$ cat src/rtl/keypad_pkg.sv
// Shared keypad definitions: map/code types, the position-to-code table and
// the named codes the music decoder interprets.
package keypad_pkg;

  localparam int unsigned NUM_ROWS = 4;
  localparam int unsigned NUM_COLS = 4;
  localparam int unsigned NUM_KEYS = NUM_ROWS * NUM_COLS;

  typedef logic [NUM_KEYS-1:0] key_map_t;
  typedef logic [3:0]          key_idx_t;
  typedef logic [3:0]          key_code_t;

  localparam key_code_t KEY_SCALE_LO  = 4'hA;
  localparam key_code_t KEY_SCALE_MID = 4'hB;
  localparam key_code_t KEY_SCALE_HI  = 4'hC;

  localparam key_code_t KEY_NOTE_MIN = 4'h1;
  localparam key_code_t KEY_NOTE_MAX = 4'h7;

  // Indexed by row*4 + col; matches the printed legend of the membrane pad.
  localparam key_code_t KEY_CODE_TABLE [NUM_KEYS] = '{
    4'h1, 4'h2, 4'h3, 4'hA,
    4'h4, 4'h5, 4'h6, 4'hB,
    4'h7, 4'h8, 4'h9, 4'hC,
    4'hE, 4'h0, 4'hF, 4'hD
  };

  function automatic key_code_t key_code(input key_idx_t idx);
    return KEY_CODE_TABLE[idx];
  endfunction

  function automatic logic is_note_code(input key_code_t code);
    return (code >= KEY_NOTE_MIN) && (code <= KEY_NOTE_MAX);
  endfunction

  // Lowest set index wins: lower row first, then lower column.
  function automatic key_idx_t lowest_key(input key_map_t map);
    key_idx_t idx;
    idx = '0;
    for (int i = NUM_KEYS - 1; i >= 0; i--) begin
      if (map[i]) idx = key_idx_t'(i);
    end
    return idx;
  endfunction

endpackage

$ cat src/rtl/keypad_debounce.sv
// Whole-frame debouncer: the debounced map only follows the raw map after it
// has been identical for DEBOUNCE_FRAMES consecutive frame comparisons.
module keypad_debounce
  import keypad_pkg::*;
#(
  parameter int unsigned DEBOUNCE_FRAMES = 5
) (
  input  logic     clk,
  input  logic     sys_rst_n,
  input  key_map_t raw_map,
  input  logic     frame_done,
  output key_map_t deb_map,
  output logic     deb_update
);

  localparam int unsigned CNT_W = $clog2(DEBOUNCE_FRAMES + 1);
  localparam logic [CNT_W-1:0] CNT_MAX  = CNT_W'(DEBOUNCE_FRAMES);
  localparam logic [CNT_W-1:0] CNT_LAST = CNT_W'(DEBOUNCE_FRAMES - 1);
  localparam logic [CNT_W-1:0] CNT_ONE  = CNT_W'(1);

  key_map_t         prev_map_q, prev_map_d;
  key_map_t         deb_map_q, deb_map_d;
  logic [CNT_W-1:0] stable_cnt_q, stable_cnt_d;
  logic             deb_update_q, deb_update_d;

  always_comb begin
    prev_map_d   = prev_map_q;
    deb_map_d    = deb_map_q;
    stable_cnt_d = stable_cnt_q;
    deb_update_d = 1'b0;
    if (frame_done) begin
      if (raw_map == prev_map_q) begin
        if (stable_cnt_q != CNT_MAX) begin
          stable_cnt_d = stable_cnt_q + CNT_ONE;
          // Reaching the threshold is the only moment the debounced map moves.
          if (stable_cnt_q == CNT_LAST) begin
            deb_map_d    = prev_map_q;
            deb_update_d = 1'b1;
          end
        end
      end else begin
        prev_map_d   = raw_map;
        stable_cnt_d = '0;
      end
    end
  end

  always_ff @(posedge clk or negedge sys_rst_n) begin
    if (!sys_rst_n) begin
      prev_map_q   <= '0;
      deb_map_q    <= '0;
      stable_cnt_q <= '0;
      deb_update_q <= 1'b0;
    end else begin
      prev_map_q   <= prev_map_d;
      deb_map_q    <= deb_map_d;
      stable_cnt_q <= stable_cnt_d;
      deb_update_q <= deb_update_d;
    end
  end

  assign deb_map    = deb_map_q;
  assign deb_update = deb_update_q;

endmodule

$ cat src/rtl/keypad_matrix_scan.sv
// 4x4 keypad scanner: drives one row low at a time, samples synchronized
// columns into a raw map, debounces per frame and encodes the winning key.
module keypad_matrix_scan
  import keypad_pkg::*;
#(
  parameter int unsigned ROW_DWELL_CYCLES = 100000,
  parameter int unsigned DEBOUNCE_FRAMES  = 5
) (
  input  logic       clk,
  input  logic       sys_rst_n,
  input  logic [3:0] col_n,
  output logic [3:0] row_n,
  output logic [3:0] keyboard_data,
  output logic       is_pressed,
  output logic       key_valid
);

  localparam int unsigned DWELL_W = $clog2(ROW_DWELL_CYCLES);
  localparam logic [DWELL_W-1:0] DWELL_LAST = DWELL_W'(ROW_DWELL_CYCLES - 1);
  localparam logic [DWELL_W-1:0] DWELL_ONE  = DWELL_W'(1);

  logic [3:0]         col_meta_q, col_sync_q;
  logic [DWELL_W-1:0] dwell_cnt_q, dwell_cnt_d;
  logic [1:0]         row_q, row_d;
  logic [3:0]         row_n_q, row_n_d;
  key_map_t           raw_map_q, raw_map_d;
  logic               frame_done_q, frame_done_d;
  logic               row_sample;

  key_map_t           deb_map;
  logic               deb_update;
  key_code_t          win_code;

  key_code_t          kb_data_q, kb_data_d;
  logic               pressed_q, pressed_d;
  logic               valid_q, valid_d;

  // Columns float relative to clk; two flops before anything looks at them.
  always_ff @(posedge clk or negedge sys_rst_n) begin
    if (!sys_rst_n) begin
      col_meta_q <= 4'hF;
      col_sync_q <= 4'hF;
    end else begin
      col_meta_q <= col_n;
      col_sync_q <= col_meta_q;
    end
  end

  assign row_sample = (dwell_cnt_q == DWELL_LAST);

  always_comb begin
    dwell_cnt_d  = dwell_cnt_q + DWELL_ONE;
    row_d        = row_q;
    raw_map_d    = raw_map_q;
    frame_done_d = 1'b0;
    if (row_sample) begin
      dwell_cnt_d                            = '0;
      row_d                                  = row_q + 2'd1;
      raw_map_d[{row_q, 2'b00} +: NUM_COLS]  = ~col_sync_q;
      frame_done_d                           = (row_q == 2'd3);
    end
    row_n_d = ~(4'b0001 << row_d);
  end

  always_ff @(posedge clk or negedge sys_rst_n) begin
    if (!sys_rst_n) begin
      dwell_cnt_q  <= '0;
      row_q        <= 2'd0;
      row_n_q      <= 4'b1110;
      raw_map_q    <= '0;
      frame_done_q <= 1'b0;
    end else begin
      dwell_cnt_q  <= dwell_cnt_d;
      row_q        <= row_d;
      row_n_q      <= row_n_d;
      raw_map_q    <= raw_map_d;
      frame_done_q <= frame_done_d;
    end
  end

  keypad_debounce #(
    .DEBOUNCE_FRAMES (DEBOUNCE_FRAMES)
  ) u_debounce (
    .clk        (clk),
    .sys_rst_n  (sys_rst_n),
    .raw_map    (raw_map_q),
    .frame_done (frame_done_q),
    .deb_map    (deb_map),
    .deb_update (deb_update)
  );

  assign win_code = key_code(lowest_key(deb_map));

  // On release the code is held so the selected scale survives key-up.
  always_comb begin
    kb_data_d = kb_data_q;
    pressed_d = pressed_q;
    valid_d   = 1'b0;
    if (deb_update) begin
      if (deb_map != '0) begin
        kb_data_d = win_code;
        pressed_d = 1'b1;
        valid_d   = !pressed_q || (win_code != kb_data_q);
      end else begin
        pressed_d = 1'b0;
      end
    end
  end

  always_ff @(posedge clk or negedge sys_rst_n) begin
    if (!sys_rst_n) begin
      kb_data_q <= 4'h0;
      pressed_q <= 1'b0;
      valid_q   <= 1'b0;
    end else begin
      kb_data_q <= kb_data_d;
      pressed_q <= pressed_d;
      valid_q   <= valid_d;
    end
  end

  assign row_n         = row_n_q;
  assign keyboard_data = kb_data_q;
  assign is_pressed    = pressed_q;
  assign key_valid     = valid_q;

endmodule

$ cat config.mk
export PLATFORM = sky130hd
export DESIGN_NAME = keypad_matrix_scan
export DESIGN_NICKNAME = d
export VERILOG_FILES = /design/src/rtl/keypad_pkg.sv /design/src/rtl/keypad_debounce.sv /design/src/rtl/keypad_matrix_scan.sv
export SDC_FILE = /design/constraint.sdc
export NUM_CORES = 1
export LEC_CHECK = 0
export ABC_AREA = 1
export CAP_MARGIN = 5
export CORE_UTILIZATION = 50
export CTS_BUF_LIST = sky130_fd_sc_hd__clkbuf_8 sky130_fd_sc_hd__clkbuf_16
export DETAILED_ROUTE_END_ITERATION = 12
export MAX_ROUTING_LAYER = met4
export PLACE_DENSITY_LB_ADDON = 0.12
export SLEW_MARGIN = 20
export SYNTH_ARGS = -nofsm -noshare
export SYNTH_HDL_FRONTEND = slang
export SYNTH_HIERARCHICAL = 1
export SYNTH_SLANG_ARGS = --single-unit
$ cat constraint.sdc
create_clock -name clk -period 2.01 [get_ports clk]
set_input_delay 0.402 -clock clk [delete_from_list [all_inputs] [get_ports clk]]
set_output_delay 0.402 -clock clk [all_outputs]
set_load 0.02 [all_outputs]
**After elaboration in Yosys (flattened, before gate mapping)**

Memories as Yosys holds them, arrays and structs flattened.
Cells that the tools add are included.

- Mux-type cells: 31
- Bitwise logic cells: 4
- Div/mod/pow operators: 0
- $mul: 0
- Reduce and logical (&&, ||, !) cells: 7
- $lt $le $gt $ge: 1
- Add/sub/neg operators: 4
- Shifts and indexed selects: 3
- Eq/ne operators: 7

Operators by type and width:

| operator | count |
|---|---|
| $mux 4 | 18 |
| $add 17x1->17 const B | 1 |
| $eq 17x17->1 const B | 1 |
| $mux 17 | 1 |
| $bwmux 16 | 1 |
| $eq 16x16->1 | 1 |
| $reduce_bool 16->1 | 1 |
| $shift 4x6->16 const A | 1 |
| $shiftx 4x6->16 | 1 |
| $mux 1 | 8 |
| $not 4->4 | 2 |
| $mux 3 | 2 |
| $neg 4->6 | 1 |
| $reduce_and 2->1 | 3 |
| $ge 5x5->1 const B | 1 |
| $not 4->5 | 1 |
| $ne 4x4->1 | 1 |
| $reduce_and 4->1 | 1 |
| $shl 1x2->4 const A | 1 |
| $add 3x1->3 const B | 1 |
| $eq 3x3->1 const B | 1 |
| $ne 3x3->1 const B | 1 |
| $add 2x1->2 const B | 1 |
| $eq 2x2->1 const B | 1 |
| other kinds (5) | 5 |

- Register bits: 90
- Output and inout bits: 10
- Memories kept: 1
- ROM bits: 64
- Memory bits (writable): 0
- Bits in latches: 0

Memories:

| memory | words | width | read ports | clocked after Yosys merged registers in | wr ports | RTL line | source |
|---|---|---|---|---|---|---|---|
| (name not given) | 16 | 4 | 1 | 0 | 0 | keypad_pkg.sv:29 | `return KEY_CODE_TABLE[idx];` |

**Logic depth before layout (Yosys ltp)**

- Depth in word-level cells: 24
- Mapped depth: 24

**By module**

The synthesis kept the hierarchy.

Modules (own cells, without submodules):

| module | sequential area each (sq um) | area an instance (sq um) | instances | cells each |
|---|---|---|---|---|
| keypad_matrix_scan | 1365.1 | 2798.9 | 1 | 346 |
| keypad_debounce | 900.9 | 1906.8 | 1 | 268 |

**Worst setup path after synthesis**

Ideal clock, no wire load.

- Path type: reg-to-reg
- Start point: register u_debounce.deb_map_q[14], in the netlist u_debounce/deb_map[14]
- End point: register valid_q, in the netlist key_valid
- Buffers on the path: 0
- Arrival time: 1901 ps
- Cell stages (with the launch flop): 24
- Path slack: -15 ps
- Cells stage by stage: dfrtp_1 -> inv_2 -> nand2_1 -> nand2_1 -> nand2_1 -> nand2_1 -> nand2_1 -> nand2_1 -> nand2_1 -> nand2_1 -> nand2_1 -> nand2_1 -> nand2_1 -> nand2_1 -> nand2_2 -> nand2_4 -> nand2_2 -> ha_1 -> a21oi_1 -> nand2_1 -> nand3_1 -> nand2_1 -> nor2_1 -> a21oi_2

- Cells in the longest elaborated chain, start to end: 23

Ends and longest elaborated chain:

| what | RTL line | source |
|---|---|---|
| start: declaration | keypad_debounce.sv:22 | `key_map_t deb_map_q, deb_map_d;` |
| start signal: assignment | keypad_debounce.sv:56 | `deb_map_q <= deb_map_d;` |
| $mux 4 (15 in a row) | keypad_pkg.sv:41 | `if (map[i]) idx = key_idx_t'(i);` |
| $not 4->5 (not written as such) | keypad_pkg.sv:29 |  |
| $mem_v2 16x4 | n/a |  |
| $mux 4 (not written as such) (2 in a row) | keypad_pkg.sv:29 |  |
| $ne 4x4->1 | keypad_matrix_scan.sv:103 | `valid_d = !pressed_q \|\| (win_code != kb_data_q);` |
| $logic_or 1x1->1 | keypad_matrix_scan.sv:103 |  |
| $mux 1 * | keypad_matrix_scan.sv:100 | `if (deb_map != '0) begin` |
| $mux 1 * | keypad_matrix_scan.sv:99 | `if (deb_update) begin` |
| via valid_d | keypad_matrix_scan.sv:36 | `logic valid_q, valid_d;` |
| end signal: assignment | keypad_matrix_scan.sv:118 | `valid_q <= valid_d;` |
| end: declaration | keypad_matrix_scan.sv:36 |  |

Mark *: on every way through the listed nets, which the timed path passes. The rest lies on a longest branch. The select of a mux whose other input is x is not followed.
A chain may end at the register's enable or synchronous reset.

**Worst setup path after layout**

Ends and elaborated chain as after synthesis.

==> metrics.md <==
| Metric | Value |
|---|---|
| Most used cell, CP | nand2_1 |
| Via Count | 3744 |
| Met3 routed WL | 194 um |
| Diode count | 0 |
| Power Total | between 3 and 4 mW |
| Most used DFF post-synth | dfrtp_1 |
| Crit path max-delay family | simple AND/OR/NAND/NOR gates |
| Max FO, Critical Path | 2 |
| Clock Latency Late Sink | 350 ps |
| First-pass GRT wire length | 15.96 mm |
| Power Density | around 600 mW/mm2 |
| Run status | finished with violations |
| Clock buffer depth | 2 |
| Crit path buf inv count | 1 |
| Synth Register Bits | 90 |
| RSZ-0062 raised after global routing | yes |
| Multi-input combinational cell area | 0.002056 mm2 |
| Synthesized instance count | 614 |
| Final setup vio count | 1 |
| Syn Nets | 630 |
| Post-DP HPWL | 6.733 mm |
| Distinct cells, synth | 36 |
| Top post-synthesis cells by count | nand2_1, inv_1, dfrtp_1, nor2_1, o21ai_0 |
| Met1 wire length | 4.253 mm |
| Syn Area/Cell | 7.664 um2 |
| Worst hold path class | input pin to async pin |
| Area leader, netlist | dfrtp_1 |
| Max-slew violations | 0 |
| Final Cycle Share | 1.025 |
| Final WL | 8.849 mm |
| Clk Tree Root Cell | clkbuf_8 |
| Total grt overflow | 0 |
| 1st-pass router iterations | 4 |
| Total Nets Final | 665 |
| Reg2reg start | u_debounce/deb_map[14] |
| I/O Buffers | 15 |
| Number of sinks driven by the clock tree | 90 |
| Die area | 0.009804 mm2 |
| Layout cells sized above 1 | 0.1483 |
| Final WS setup | -49.40 ps |
| # IOs | 16 |
| Cell with the most instances after synthesis | nand2_1 |
| Flop2flop setup slack | -50 ps |
| Area Overhead vs Synth | 13.69% |
| Via-to-Cell Ratio | just under 5 |
| Largest cells by area after synthesis | dfrtp_1, nand2_1, inv_1 |
| Startpoint types | flop |
| Crit Path Class | flop to flop |
| Worst Setup SP | u_debounce/deb_map[14] |
| Peak supply drop | 0.0003672 V |
| Vias in the first global route | 3538 |
| Post-synth EDFFs | 0 |
| Relative slew margins | 0.6628 |
| Starting Density | 0.5117 |
| Count of final hold-check violations | 0 |
| Row count | 35 |
| Max Cap Viol | 0 |
| Crit end category | flop |
| Leakage | ~2.7 nW |
| Core Area | 0.009196 mm2 |
| DRT antenna net count | 0 |
| Die Width | 99.02 um |
| Routability cong. | 0.8473 |
| Critical path required time | 2250 ps |
| Failing checks | setup timing |
| Fmax | 485.6 MHz |
| Yosys top cell area share | 0.4201 |
| CTS tree | done |
| Sequential cell area | 0.002266 mm2 |
| H-tree levels | 3 |
| Total GRT Usage | 0.2111 |
| Syn. warnings | 6 |
| DR WL/cell | 11.57 um |
| Crit-path cells | inv_2 > nand2_1 > nand2_1 > nand2_1 > nand2_1 > nand2_1 > nand2_1 > nand2_1 > nand2_1 > nand2_1 > nand2_1 > nand2_1 > nand2_1 > nand2_2 > nand2_4 > nand2_4 > ha_4 > a21oi_4 > nand2_2 > nand3_1 > nand2_1 > nor2_1 > a21oi_2 |
| Clock-pin slew on the worst setup and hold paths | 90 ps |
| DRC viols | 0 |
| Top sig layer | met4 |
| Arrival time at the worst endpoint | 2300 ps |
| Total CTS buffers | 9 |
| WL met2 | 4.251 mm |
| Crit path max-delay cell type | dfrtp_1 |
| Die height | 99.02 um |
| Antenna violations before repair | 0 |
| Iteration-0 DRC Markers | roughly 150 |
| Ys async rst share | 1.000 |
| Slew @ Worst Pin | roughly 510 ps |
| Reg2Reg Depth | 23 |
| Fin util | 0.5818 |
| Pin count of the biggest net entering global routing | 41 |
| Worst flop-to-flop path endpoint | key_valid |
| Final Critical Period | approximately 2100 ps |
| Max incr delay on CP | just under 400 ps |
| Register area share after synthesis | 0.4815 |
| Worst Skew | 12.72 ps |
| Filler cell count | ~830 |
| Synth Cell Area | 0.004706 mm2 |
## cells by family after synthesis
kind of cell    count (synthesis)  share of synthesized area
simple gates                  343                     0.3236
compound gates                 53                    0.06222
xor+xnor                        5                   0.009306
flops                          90                     0.4815
fa+ha+maj                      10                    0.02659
buf+inv                       113                    0.09678
## registers in the layout (all words and copies together) (netlist names)
name	flops
row_n	4
u_debounce/deb_map	16
dwell_cnt_q	17
keyboard_data	4
raw_map_q	16
frame_done_q	1
col_meta_q	4
u_debounce/deb_update	1
key_valid	1
is_pressed	1
col_sync_q	4
u_debounce/prev_map_q	16
u_debounce/stable_cnt_q	3
row_q	2
## worst max path at each step
| stage | to | slack, ps | cells after the start |
|---|---|---|---|
| after floorplan | key_valid | 0.02 | 23 |
| after global placement | key_valid | -70 | 23 |
| after detailed placement | key_valid | -120 | 24 |
| after CTS | key_valid | -50 | 23 |
| after global routing | key_valid | -230 | 23 |
| final | key_valid | -50 | 23 |
## per-stage QoR
step	instances	setup slack [ps]	hold WS [ps]	instance area (um2)	TNS [ps]
2_1_floorplan	614	0.02220	106.4	4706	0
3_5_place_dp	744	-124.2	346.9	5026	-126.9
3_3_place_gp	744	-71.27	345.3	5026	-71.27
4_1_cts	761	-45.69	16.28	5266	-51.58
5_1_grt	765	-232.0	33.43	5350	-555.8
6_report	765	-49.40	4.459	5350	-49.40
## cells in the final DEF, fill, tap and decap left out, types with 2 or more instances in the layout
cell	n
nor2_1	35
o21ai_0	28
nor2_4	4
o21ai_2	2
dfrtp_1	79
nand3_2	4
o21ai_1	5
o31ai_1	8
a31oi_1	3
nor4_2	2
nand2_2	10
nand4_1	8
nand3_1	24
nor3_1	4
dfstp_2	11
buf_4	14
xor2_1	4
nor2_2	6
inv_1	93
nor4_1	3
inv_6	2
nand2_4	4
ha_1	8
inv_2	13
nand3b_1	3
clkdlybuf4s50_1	14
a21oi_1	5
nand2_1	228
nor3_2	3
clkbuf_8	11
## report_power, final
part	switching (mW)	leakage [nW]	total (mW)	internal [mW]
clock network	0.655	0.106	1.31	0.650
logic	0.0379	1.38	0.0526	0.0147
registers	0.00318	1.21	1.83	1.82
## final cells by class
type	count	area share
timing repair buffer	30	0.05168
sequential	90	0.4235
tap	111	0.02596
clock buffer	11	0.02830
clock inverter	5	0.01123
inverter	107	0.07507
multi-input combinational	411	0.3842
## timing repair
action                                  CTS  global route
gates resized for setup                   4            17
hold buffers                              0             0
endpoints found under the setup margin    2            24
setup buffers                             1             4
pin swaps                                 7             3
## layer usage
| layer | vias to the layer above | track usage |
|---|---|---|
| met5 | - | - |
| met4 | 0 | 0.07463 |
| met3 | 17 | 0.02766 |
| met2 | 50 | 0.3405 |
| met1 | 1708 | 0.2748 |
| li1 | 1969 | - |
(Power assumes the default switching activity.)
